$ cat config.mk
export PLATFORM = sky130hd
export DESIGN_NAME = hazard_ctrl_flat
export DESIGN_NICKNAME = d
export VERILOG_FILES = /design/src/rtl/riscv_pkg.sv /design/src/rtl/hazard_ctrl_if.sv /design/src/rtl/fwd_unit.sv /design/src/rtl/hazard_ctrl.sv /design/src/flat_wrapper.sv
export SDC_FILE = /design/constraint.sdc
export NUM_CORES = 1
export LEC_CHECK = 0
export BUFFER_PORTS_ARGS = -buffer_cell sky130_fd_sc_hd__clkbuf_2
export CAP_MARGIN = 10
export CORE_ASPECT_RATIO = 0.9
export CORE_MARGIN = 10
export CORE_UTILIZATION = 52
export CTS_CLUSTER_DIAMETER = 80
export DETAILED_ROUTE_END_ITERATION = 12
export PLACE_DENSITY = 0.8
export SLEW_MARGIN = 20
export SYNTH_ARGS = -nofsm -noshare
export SYNTH_HDL_FRONTEND = slang
export SYNTH_HIERARCHICAL = 1
export SYNTH_SLANG_ARGS = --single-unit
export TNS_END_PERCENT = 10
$ cat constraint.sdc
create_clock -name clk -period 2.33 [get_ports clk]
set_input_delay 0.3495 -clock clk [delete_from_list [all_inputs] [get_ports clk]]
set_output_delay 0.3495 -clock clk [all_outputs]
set_load 0.02 [all_outputs]
$ cat src/rtl/riscv_pkg.sv
// Shared pipeline-control types: hazard FSM state encoding and ALU operand
// forward-select codes used by the hazard unit and the execute datapath.
package riscv_pkg;

  localparam int REG_AW = 5;

  typedef enum logic [1:0] {
    RUN    = 2'd0,
    IWAIT  = 2'd1,
    IFLUSH = 2'd2
  } hz_state_e;

  localparam logic [1:0] FWD_RF  = 2'b00;
  localparam logic [1:0] FWD_WB  = 2'b01;
  localparam logic [1:0] FWD_MEM = 2'b10;

endpackage

$ cat src/rtl/hazard_ctrl_if.sv
// Pipeline <-> hazard-unit signal bundle: register tags and stage status in,
// stage enables/clears, forward selects and status counters out.
interface hazard_ctrl_if;
  import riscv_pkg::*;

  logic [REG_AW-1:0] Rs1D, Rs2D;
  logic [REG_AW-1:0] Rs1E, Rs2E, RdE;
  logic [REG_AW-1:0] RdM, RdW;
  logic              RegWriteM, RegWriteW;
  logic              LoadE;
  logic              PCSrcE;
  logic              imem_ready;
  logic              dmem_req_M, dmem_ready;

  logic              EnableF, EnableD, EnableBack;
  logic              ClearD, ClearE;
  logic [1:0]        ForwardAE, ForwardBE;
  logic              err_timeout;
  logic [31:0]       stall_cnt, flush_cnt;

  modport master (
    output Rs1D, Rs2D, Rs1E, Rs2E, RdE, RdM, RdW, RegWriteM, RegWriteW,
           LoadE, PCSrcE, imem_ready, dmem_req_M, dmem_ready,
    input  EnableF, EnableD, EnableBack, ClearD, ClearE,
           ForwardAE, ForwardBE, err_timeout, stall_cnt, flush_cnt
  );

  modport slave (
    input  Rs1D, Rs2D, Rs1E, Rs2E, RdE, RdM, RdW, RegWriteM, RegWriteW,
           LoadE, PCSrcE, imem_ready, dmem_req_M, dmem_ready,
    output EnableF, EnableD, EnableBack, ClearD, ClearE,
           ForwardAE, ForwardBE, err_timeout, stall_cnt, flush_cnt
  );

endinterface

$ cat src/rtl/fwd_unit.sv
// Operand forward select for one execute-stage source register; the memory
// stage result is newer than writeback and so takes precedence.
module fwd_unit
  import riscv_pkg::*;
(
  input  logic [REG_AW-1:0] rs_i,
  input  logic [REG_AW-1:0] rd_m_i,
  input  logic [REG_AW-1:0] rd_w_i,
  input  logic              regwrite_m_i,
  input  logic              regwrite_w_i,
  output logic [1:0]        fwd_o
);

  always_comb begin
    fwd_o = FWD_RF;
    if (regwrite_m_i && (rd_m_i != '0) && (rd_m_i == rs_i)) begin
      fwd_o = FWD_MEM;
    end else if (regwrite_w_i && (rd_w_i != '0) && (rd_w_i == rs_i)) begin
      fwd_o = FWD_WB;
    end
  end

endmodule

$ cat src/rtl/hazard_ctrl.sv
// Pipeline hazard controller: forwarding, load-use stall, branch flush,
// instruction-fetch wait/flush FSM, data-memory freeze with timeout, counters.
module hazard_ctrl
  import riscv_pkg::*;
#(
  parameter int TIMEOUT = 255
)(
  input  logic          clk,
  input  logic          reset,
  hazard_ctrl_if.slave  hz
);

  localparam logic [31:0] TIMEOUT_U = TIMEOUT;

  function automatic logic [7:0] sat_inc8(input logic [7:0] v);
    return (v == 8'hFF) ? v : v + 8'd1;
  endfunction

  hz_state_e   state_q, state_d;
  logic [7:0]  dwait_cnt_q, dwait_cnt_d;
  logic        err_q, err_d;
  logic [31:0] stall_cnt_q, stall_cnt_d;
  logic [31:0] flush_cnt_q, flush_cnt_d;

  logic freeze, lw_stall, fetch_bubble;
  logic en_f, en_d, en_back, clr_d, clr_e;

  fwd_unit u_fwd_a (
    .rs_i         (hz.Rs1E),
    .rd_m_i       (hz.RdM),
    .rd_w_i       (hz.RdW),
    .regwrite_m_i (hz.RegWriteM),
    .regwrite_w_i (hz.RegWriteW),
    .fwd_o        (hz.ForwardAE)
  );

  fwd_unit u_fwd_b (
    .rs_i         (hz.Rs2E),
    .rd_m_i       (hz.RdM),
    .rd_w_i       (hz.RdW),
    .regwrite_m_i (hz.RegWriteM),
    .regwrite_w_i (hz.RegWriteW),
    .fwd_o        (hz.ForwardBE)
  );

  assign freeze       = hz.dmem_req_M && !hz.dmem_ready;
  assign lw_stall     = hz.LoadE && (hz.RdE != '0) &&
                        ((hz.RdE == hz.Rs1D) || (hz.RdE == hz.Rs2D));
  assign fetch_bubble = !hz.imem_ready || (state_q == IFLUSH);

  // Stage control; reset is folded in so the pipeline sees plain run
  // enables while reset is held, independent of the registered state.
  always_comb begin
    en_f    = 1'b1;
    en_d    = 1'b1;
    en_back = 1'b1;
    clr_d   = 1'b0;
    clr_e   = 1'b0;
    if (!reset) begin
      en_f = 1'b1;
    end else if (freeze) begin
      en_f    = 1'b0;
      en_d    = 1'b0;
      en_back = 1'b0;
    end else if (hz.PCSrcE) begin
      clr_d = 1'b1;
      clr_e = 1'b1;
    end else if (lw_stall) begin
      en_f  = 1'b0;
      en_d  = 1'b0;
      clr_e = 1'b1;
    end else if (fetch_bubble) begin
      clr_d = 1'b1;
      en_f  = hz.imem_ready;
    end
  end

  always_comb begin
    state_d = state_q;
    if (!freeze) begin
      case (state_q)
        RUN: begin
          if (!hz.imem_ready) state_d = hz.PCSrcE ? IFLUSH : IWAIT;
        end
        IWAIT: begin
          // A redirect that coincides with the returning fetch is handled
          // by the normal flush, so only a redirect while still waiting
          // needs the extra discard.
          if (hz.PCSrcE && !hz.imem_ready) state_d = IFLUSH;
          else if (hz.imem_ready)          state_d = RUN;
        end
        IFLUSH: begin
          if (hz.imem_ready && !lw_stall) state_d = RUN;
        end
        default: state_d = RUN;
      endcase
    end
  end

  always_comb begin
    dwait_cnt_d = freeze ? sat_inc8(dwait_cnt_q) : 8'd0;
    err_d       = err_q || (freeze && ({24'd0, dwait_cnt_d} == TIMEOUT_U));
    stall_cnt_d = en_f ? stall_cnt_q : stall_cnt_q + 32'd1;
    flush_cnt_d = (hz.PCSrcE && !freeze) ? flush_cnt_q + 32'd1 : flush_cnt_q;
  end

  always_ff @(posedge clk or negedge reset) begin
    if (!reset) begin
      state_q     <= RUN;
      dwait_cnt_q <= 8'd0;
      err_q       <= 1'b0;
      stall_cnt_q <= 32'd0;
      flush_cnt_q <= 32'd0;
    end else begin
      state_q     <= state_d;
      dwait_cnt_q <= dwait_cnt_d;
      err_q       <= err_d;
      stall_cnt_q <= stall_cnt_d;
      flush_cnt_q <= flush_cnt_d;
    end
  end

  assign hz.EnableF     = en_f;
  assign hz.EnableD     = en_d;
  assign hz.EnableBack  = en_back;
  assign hz.ClearD      = clr_d;
  assign hz.ClearE      = clr_e;
  assign hz.err_timeout = err_q;
  assign hz.stall_cnt   = stall_cnt_q;
  assign hz.flush_cnt   = flush_cnt_q;

endmodule
$ cat src/flat_wrapper.sv
// flat-port wrapper written by rule: the top's interface ports become plain ports
module hazard_ctrl_flat import riscv_pkg::*;
#(
  parameter int TIMEOUT = 255
)
  (clk, reset, hz_Rs1D, hz_Rs2D, hz_Rs1E, hz_Rs2E, hz_RdE, hz_RdM, hz_RdW, hz_RegWriteM, hz_RegWriteW, hz_LoadE, hz_PCSrcE, hz_imem_ready, hz_dmem_req_M, hz_dmem_ready, hz_EnableF, hz_EnableD, hz_EnableBack, hz_ClearD, hz_ClearE, hz_ForwardAE, hz_ForwardBE, hz_err_timeout, hz_stall_cnt, hz_flush_cnt);
  hazard_ctrl_if hz_i ();
  input  logic clk;
  input  logic reset;
  input wire logic [$bits(hz_i.Rs1D)-1:0] hz_Rs1D;
  input wire logic [$bits(hz_i.Rs2D)-1:0] hz_Rs2D;
  input wire logic [$bits(hz_i.Rs1E)-1:0] hz_Rs1E;
  input wire logic [$bits(hz_i.Rs2E)-1:0] hz_Rs2E;
  input wire logic [$bits(hz_i.RdE)-1:0] hz_RdE;
  input wire logic [$bits(hz_i.RdM)-1:0] hz_RdM;
  input wire logic [$bits(hz_i.RdW)-1:0] hz_RdW;
  input wire logic [$bits(hz_i.RegWriteM)-1:0] hz_RegWriteM;
  input wire logic [$bits(hz_i.RegWriteW)-1:0] hz_RegWriteW;
  input wire logic [$bits(hz_i.LoadE)-1:0] hz_LoadE;
  input wire logic [$bits(hz_i.PCSrcE)-1:0] hz_PCSrcE;
  input wire logic [$bits(hz_i.imem_ready)-1:0] hz_imem_ready;
  input wire logic [$bits(hz_i.dmem_req_M)-1:0] hz_dmem_req_M;
  input wire logic [$bits(hz_i.dmem_ready)-1:0] hz_dmem_ready;
  output wire logic [$bits(hz_i.EnableF)-1:0] hz_EnableF;
  output wire logic [$bits(hz_i.EnableD)-1:0] hz_EnableD;
  output wire logic [$bits(hz_i.EnableBack)-1:0] hz_EnableBack;
  output wire logic [$bits(hz_i.ClearD)-1:0] hz_ClearD;
  output wire logic [$bits(hz_i.ClearE)-1:0] hz_ClearE;
  output wire logic [$bits(hz_i.ForwardAE)-1:0] hz_ForwardAE;
  output wire logic [$bits(hz_i.ForwardBE)-1:0] hz_ForwardBE;
  output wire logic [$bits(hz_i.err_timeout)-1:0] hz_err_timeout;
  output wire logic [$bits(hz_i.stall_cnt)-1:0] hz_stall_cnt;
  output wire logic [$bits(hz_i.flush_cnt)-1:0] hz_flush_cnt;
  assign hz_i.Rs1D = hz_Rs1D;
  assign hz_i.Rs2D = hz_Rs2D;
  assign hz_i.Rs1E = hz_Rs1E;
  assign hz_i.Rs2E = hz_Rs2E;
  assign hz_i.RdE = hz_RdE;
  assign hz_i.RdM = hz_RdM;
  assign hz_i.RdW = hz_RdW;
  assign hz_i.RegWriteM = hz_RegWriteM;
  assign hz_i.RegWriteW = hz_RegWriteW;
  assign hz_i.LoadE = hz_LoadE;
  assign hz_i.PCSrcE = hz_PCSrcE;
  assign hz_i.imem_ready = hz_imem_ready;
  assign hz_i.dmem_req_M = hz_dmem_req_M;
  assign hz_i.dmem_ready = hz_dmem_ready;
  assign hz_EnableF = hz_i.EnableF;
  assign hz_EnableD = hz_i.EnableD;
  assign hz_EnableBack = hz_i.EnableBack;
  assign hz_ClearD = hz_i.ClearD;
  assign hz_ClearE = hz_i.ClearE;
  assign hz_ForwardAE = hz_i.ForwardAE;
  assign hz_ForwardBE = hz_i.ForwardBE;
  assign hz_err_timeout = hz_i.err_timeout;
  assign hz_stall_cnt = hz_i.stall_cnt;
  assign hz_flush_cnt = hz_i.flush_cnt;
  hazard_ctrl #(.TIMEOUT(TIMEOUT)) u_core (.clk(clk), .reset(reset), .hz(hz_i));
endmodule
# Word level (Yosys, flattened, before mapping)
# Index checks and enable logic that the tools add are counted.
dict set report totals {
  in_bits 44
  word_cells 79
  out_inout_bits 74
  register_bits 75
}
dict set report classes {
  n_reduce_logical 25
  bitwise_logic 1
  muxes 32
  n_eq_ne 13
  addsub 3
}
# cell n
set ops {}
lappend ops {{32-bit by 1-bit adder with 32-bit output, second input constant} 2}
lappend ops {{5-bit equality test} 6}
lappend ops {{1-bit two-way mux} 22}
lappend ops {{8-bit equality test, second input constant} 2}
lappend ops {{8-bit two-way mux} 2}
lappend ops {{5-bit nonzero test} 3}
lappend ops {{2-bit two-way mux} 7}
lappend ops {{1-bit logical AND} 13}
lappend ops {{8-bit by 1-bit adder with 8-bit output, second input constant} 1}
lappend ops {{2-bit case mux with 3 select lines} 1}
lappend ops {{1-bit logical NOT} 4}
lappend ops {{2-bit inequality test, second input constant} 2}
lappend ops {{4-bit AND reduction} 1}
lappend ops {{1-bit logical OR} 3}
lappend ops {{3-bit by 2-bit inequality test with 1-bit output, second input constant} 1}
lappend ops {{2-bit by 1-bit equality test with 1-bit output, second input constant} 1}
lappend ops {{2-bit equality test, second input constant} 1}
lappend ops {{2-bit logical NOT} 1}
lappend ops {{1-bit inverter} 1}

# Depth between registers and ports, before layout
dict set report logic_depth {
  ltp_word 7
  depth_mapped 8
  ltp_nobuf 7
}

# Hierarchy
# The synthesis kept the hierarchy.
# mod cells_per_inst n_inst area_per_inst_um2 seq_area_each_um2
set by_module_without_submodules {}
lappend by_module_without_submodules {hazard_ctrl 352 1 3669.8 1876.8}
lappend by_module_without_submodules {fwd_unit 20 2 151.4 0.0}

# Worst setup path before layout
# No wires, ideal clock.
dict set report synth_path {
  path_type {register to register}
  from {reg u_core.stall_cnt_q[3] (netlist: u_core/hz.stall_cnt[3])}
  to {reg u_core.stall_cnt_q[31] (netlist: u_core/hz.stall_cnt[31])}
  path_slack_ns 0.059
  arrival_ns 2.192
  t_required_ns 2.251
  period_less_slack_ns 2.271
  path_stages_with_launch 7
  setup_time_ns 0.079
  n_path_buf 0
  cell_sequence {dfrtp_1 -> and4_4 -> nand4_4 -> or3_1 -> or4b_4 -> nor4b_2 -> xor2_1}
}
dict set report synth_between {
  elab_chain_cells 1
}
# element line
set synth_lines {}
lappend synth_lines {{from (decl)} hazard_ctrl.sv:22} ;# logic [31:0] stall_cnt_q, stall_cnt_d;
lappend synth_lines {{from (signal assigned)} hazard_ctrl.sv:118} ;# stall_cnt_q <= stall_cnt_d;
lappend synth_lines {{32-bit by 1-bit adder with 32-bit output} hazard_ctrl.sv:103} ;# stall_cnt_d = en_f ? stall_cnt_q : stall_cnt_q + 32'd1;
# Every way passes these cells.
# A chain may end at the register's enable or synchronous reset.

# Worst setup path after layout
dict set report layout_path {
  from {reg u_core.stall_cnt_q[5] (netlist: u_core/hz.stall_cnt[5])}
  to {reg u_core.stall_cnt_q[31] (netlist: u_core/hz.stall_cnt[31])}
}
# The elaborated chain is that of the path after synthesis.

==> run summary <==
status: finished clean
Final Max Slew Viols: 0
share of the yosys chip area belonging to registers: 47.2%
EDFF count, synth: 0
clock sinks: 75
final core utilization: 67.4%
critical path type: reg -> reg
cell area after layout: 0.00506 mm2
Post-synth ARST share: 100%
CTS Hold Buffers Added: 0
fin crit share: 97.8%
1st-pass router iterations: 4
power density over the cells: 672 mW/mm2
WL/cell: 16.4 um
n_diodes: 0
die height: 103 um
r2r setup slk: 0.05 ns
Final TNS setup: 0 ns
vias per inst: 5.46
Final Hold Violating Endpoints: 0
Vias: 3,465
Setup crit start kind: register
Tightest Pin Transition: 0.496 ns
initial antenna violation count: 0
Ys Warns: 6
initial core utilization: 52.9%
worst hold slack: 0.0826 ns
# rows: 30
drt initial violations: 181
worst path cell trace: and4_4, nand4_4, or3_4, or4b_4, nor4b_2, xor2_1
vias in the first global route: 3,563
path depth of the worst reg2reg path: 6
commonest cells after routing, fill and taps aside: clkbuf_2 (116), dfrtp_1 (75), xor2_1 (47)
Syn Nets: 439
TritonCTS Buffers: 9
Max stage delay on crit path: 0.51 ns
Synth Flop Type: dfrtp_1
worst slack, placed: 0.0290 ns
Max clock buf depth: 2
largest net degree at the start of global routing: 41
IO Port Bufs: 117
DRC: 0
Area after DPL: 0.00483 mm2
I/O pin cnt: 118
Worst Path Buf+Inv: 0
Mapped Area: 0.00397 mm2
DRT Wirelength: 10.4 mm
fin nets: 581
HPWL after DPL: 8.09 mm
most common cell after layout, fill and taps aside: clkbuf_2
leading area contributor after synthesis: dfrtp_1
Setup WS post-layout: 0.0515 ns
Rel. slew slack: 66.1%
min Tclk post-route: 2.28 ns
CP endpoint kind: register
Yosys top cell area share: 47.2%
leakage dissipation: 2.51 nW
CP Data Arrival Time: 2.54 ns
die width: 112 um
r2r startpoint: u_core/hz.stall_cnt[5]$_DFFE_PN0N_
RSZ-0062 raised after global routing: yes
FF-to-FF End: u_core/hz.stall_cnt[31]$_DFFE_PN0N_
CP delay by family, top: simple AND/OR/NAND/NOR gates
Worst EP required: 2.59 ns
Syn-to-layout area delta: 27.4%
Clock transition at path regs: 0.08 ns
Routed Antenna Nets: 0
gr usage total: 17.6%
#FFs+latches synth: 75
max-capacitance violation count: 0
die area: 0.0115 mm2
CTS tree: yes
Routability Congestion: 0.872
worst-path fanout max: 5
grt total ovfl: 0
first-pass GRT wire length: 16.9 mm
post-synth cell types: 43
H-Tree Depth: 3
Setup Skew: 0.0114 ns
Worst-Skew Late Latency: 0.34 ns
Worst Hold Class: in -> async
fmax: 0.439 GHz
largest cells by area after synthesis: dfrtp_1 (47%), xor2_1 (10%), xnor2_1 (9.7%)
number of setup violations in the final report: 0
average cell area after synthesis: 10.1 um2
Mapped Cells: 392
worst vdd ir: 0.325 mV
Root Buffer Master: clkbuf_8
Core ar.: 0.00751 mm2
share of cells above drive strength 1: 33.0%
slowest CP cell: or4b_4
-- timing repair --
action                                  4_1_cts  5_1_grt
setup buffers                                 0        3
endpoints found under the hold margin         0        0
resized for setup                             0        7
endpoints found under the setup margin        0        4
-- worst max-delay path by stage --
stage | start | end | cells past startpoint | slack, ns
after floorplan | u_core/hz.stall_cnt[3]$_DFFE_PN0N_ | u_core/hz.stall_cnt[31]$_DFFE_PN0N_ | 6 | 0.06
after global placement | hz_RdE[1] | hz_EnableF | 7 | 0.08
after detailed placement | u_core/hz.stall_cnt[4]$_DFFE_PN0N_ | u_core/hz.stall_cnt[31]$_DFFE_PN0N_ | 6 | 0.03
after CTS | u_core/hz.stall_cnt[4]$_DFFE_PN0N_ | u_core/hz.stall_cnt[31]$_DFFE_PN0N_ | 6 | 0.01
after global routing | u_core/hz.stall_cnt[4]$_DFFE_PN0N_ | u_core/hz.stall_cnt[31]$_DFFE_PN0N_ | 6 | -0.01
final | u_core/hz.stall_cnt[5]$_DFFE_PN0N_ | u_core/hz.stall_cnt[31]$_DFFE_PN0N_ | 6 | 0.05
-- cell usage after synthesis, types with 2 or more instances --
cell type / instances
mux2_2: 2
clkbuf_1: 9
a21oi_1: 7
nor3b_1: 2
nor3_2: 2
ha_1: 3
xor2_1: 47
nor2_1: 22
buf_2: 3
nand4_1: 10
nand2_1: 34
or3_1: 3
xnor2_1: 44
o21ai_0: 7
o41ai_2: 2
a211oi_2: 2
a31oi_1: 2
nand3_1: 28
nand2b_1: 4
and3_1: 9
a211oi_1: 2
nor4_1: 8
or4_1: 2
dfrtp_1: 75
inv_1: 10
nor4b_1: 8
and4_1: 4
nor3_1: 26
-- flip-flops by register name, summed over array words and instances, names as in the netlist --
signal / cells
u_core/dwait_cnt_q: 8
u_core/hz.err_timeout: 1
u_core/hz.flush_cnt: 32
u_core/hz.stall_cnt: 32
u_core/state_q: 2
-- metrics by stage --
| stage | instances | power, mW |
|---|---|---|
| 3_5_place_dp | 616 | 2.50 |
| 5_1_grt | 635 | 3.59 |
| 2_1_floorplan | 392 | 2.10 |
| 6_report | 635 | 3.40 |
| 3_3_place_gp | 616 | 2.46 |
| 4_1_cts | 632 | 3.41 |
-- power by group --
part / leakage [nW] / internal, mW / switching [mW]
clock: 0.0884 / 0.442 / 0.467
combinational: 1.44 / 0.337 / 0.542
sequential: 0.976 / 1.44 / 0.171
total: 2.51 / 2.22 / 1.18
-- cell type report --
class                           instances  area [um2]
Clock buffer                           12         155
Clock inverter                          4        25.0
Fill cell                             600        2450
Inverter                               10        37.5
Multi-Input combinational cell        295        2040
Sequential cell                        75        1880
Tap cell                               96         120
Timing Repair Buffer                  143         808
-- layer usage --
| layer | vias up | part of all wire [%] | wire length [um] | GRT usage (%) |
|---|---|---|---|---|
| li1 | 1656 | - | - | - |
| met3 | 23 | 6.5 | 671 | 4.71 |
| met2 | 130 | 48 | 4960 | 29.4 |
| met4 | 0 | 2.7 | 284 | 9.06 |
| met5 | - | 0 | 0 | 0 |
| met1 | 1656 | 43 | 4470 | 20.7 |
-- worst register-to-register path, stage by stage, from the launching register on --
cell	delay, ns
dfrtp_1	0.40
and4_4	0.27
nand4_4	0.11
or3_4	0.42
or4b_4	0.51
nor4b_2	0.31
xor2_1	0.19
-- kinds of logic after synthesis --
family | synth area share, %
compound gates | 5.54
xor+xnor | 20.1
fa+ha+maj | 0.945
buf+inv | 2.17
flops | 47.2
mux | 0.567
simple gates | 23.5
(Power assumes the default switching activity.)
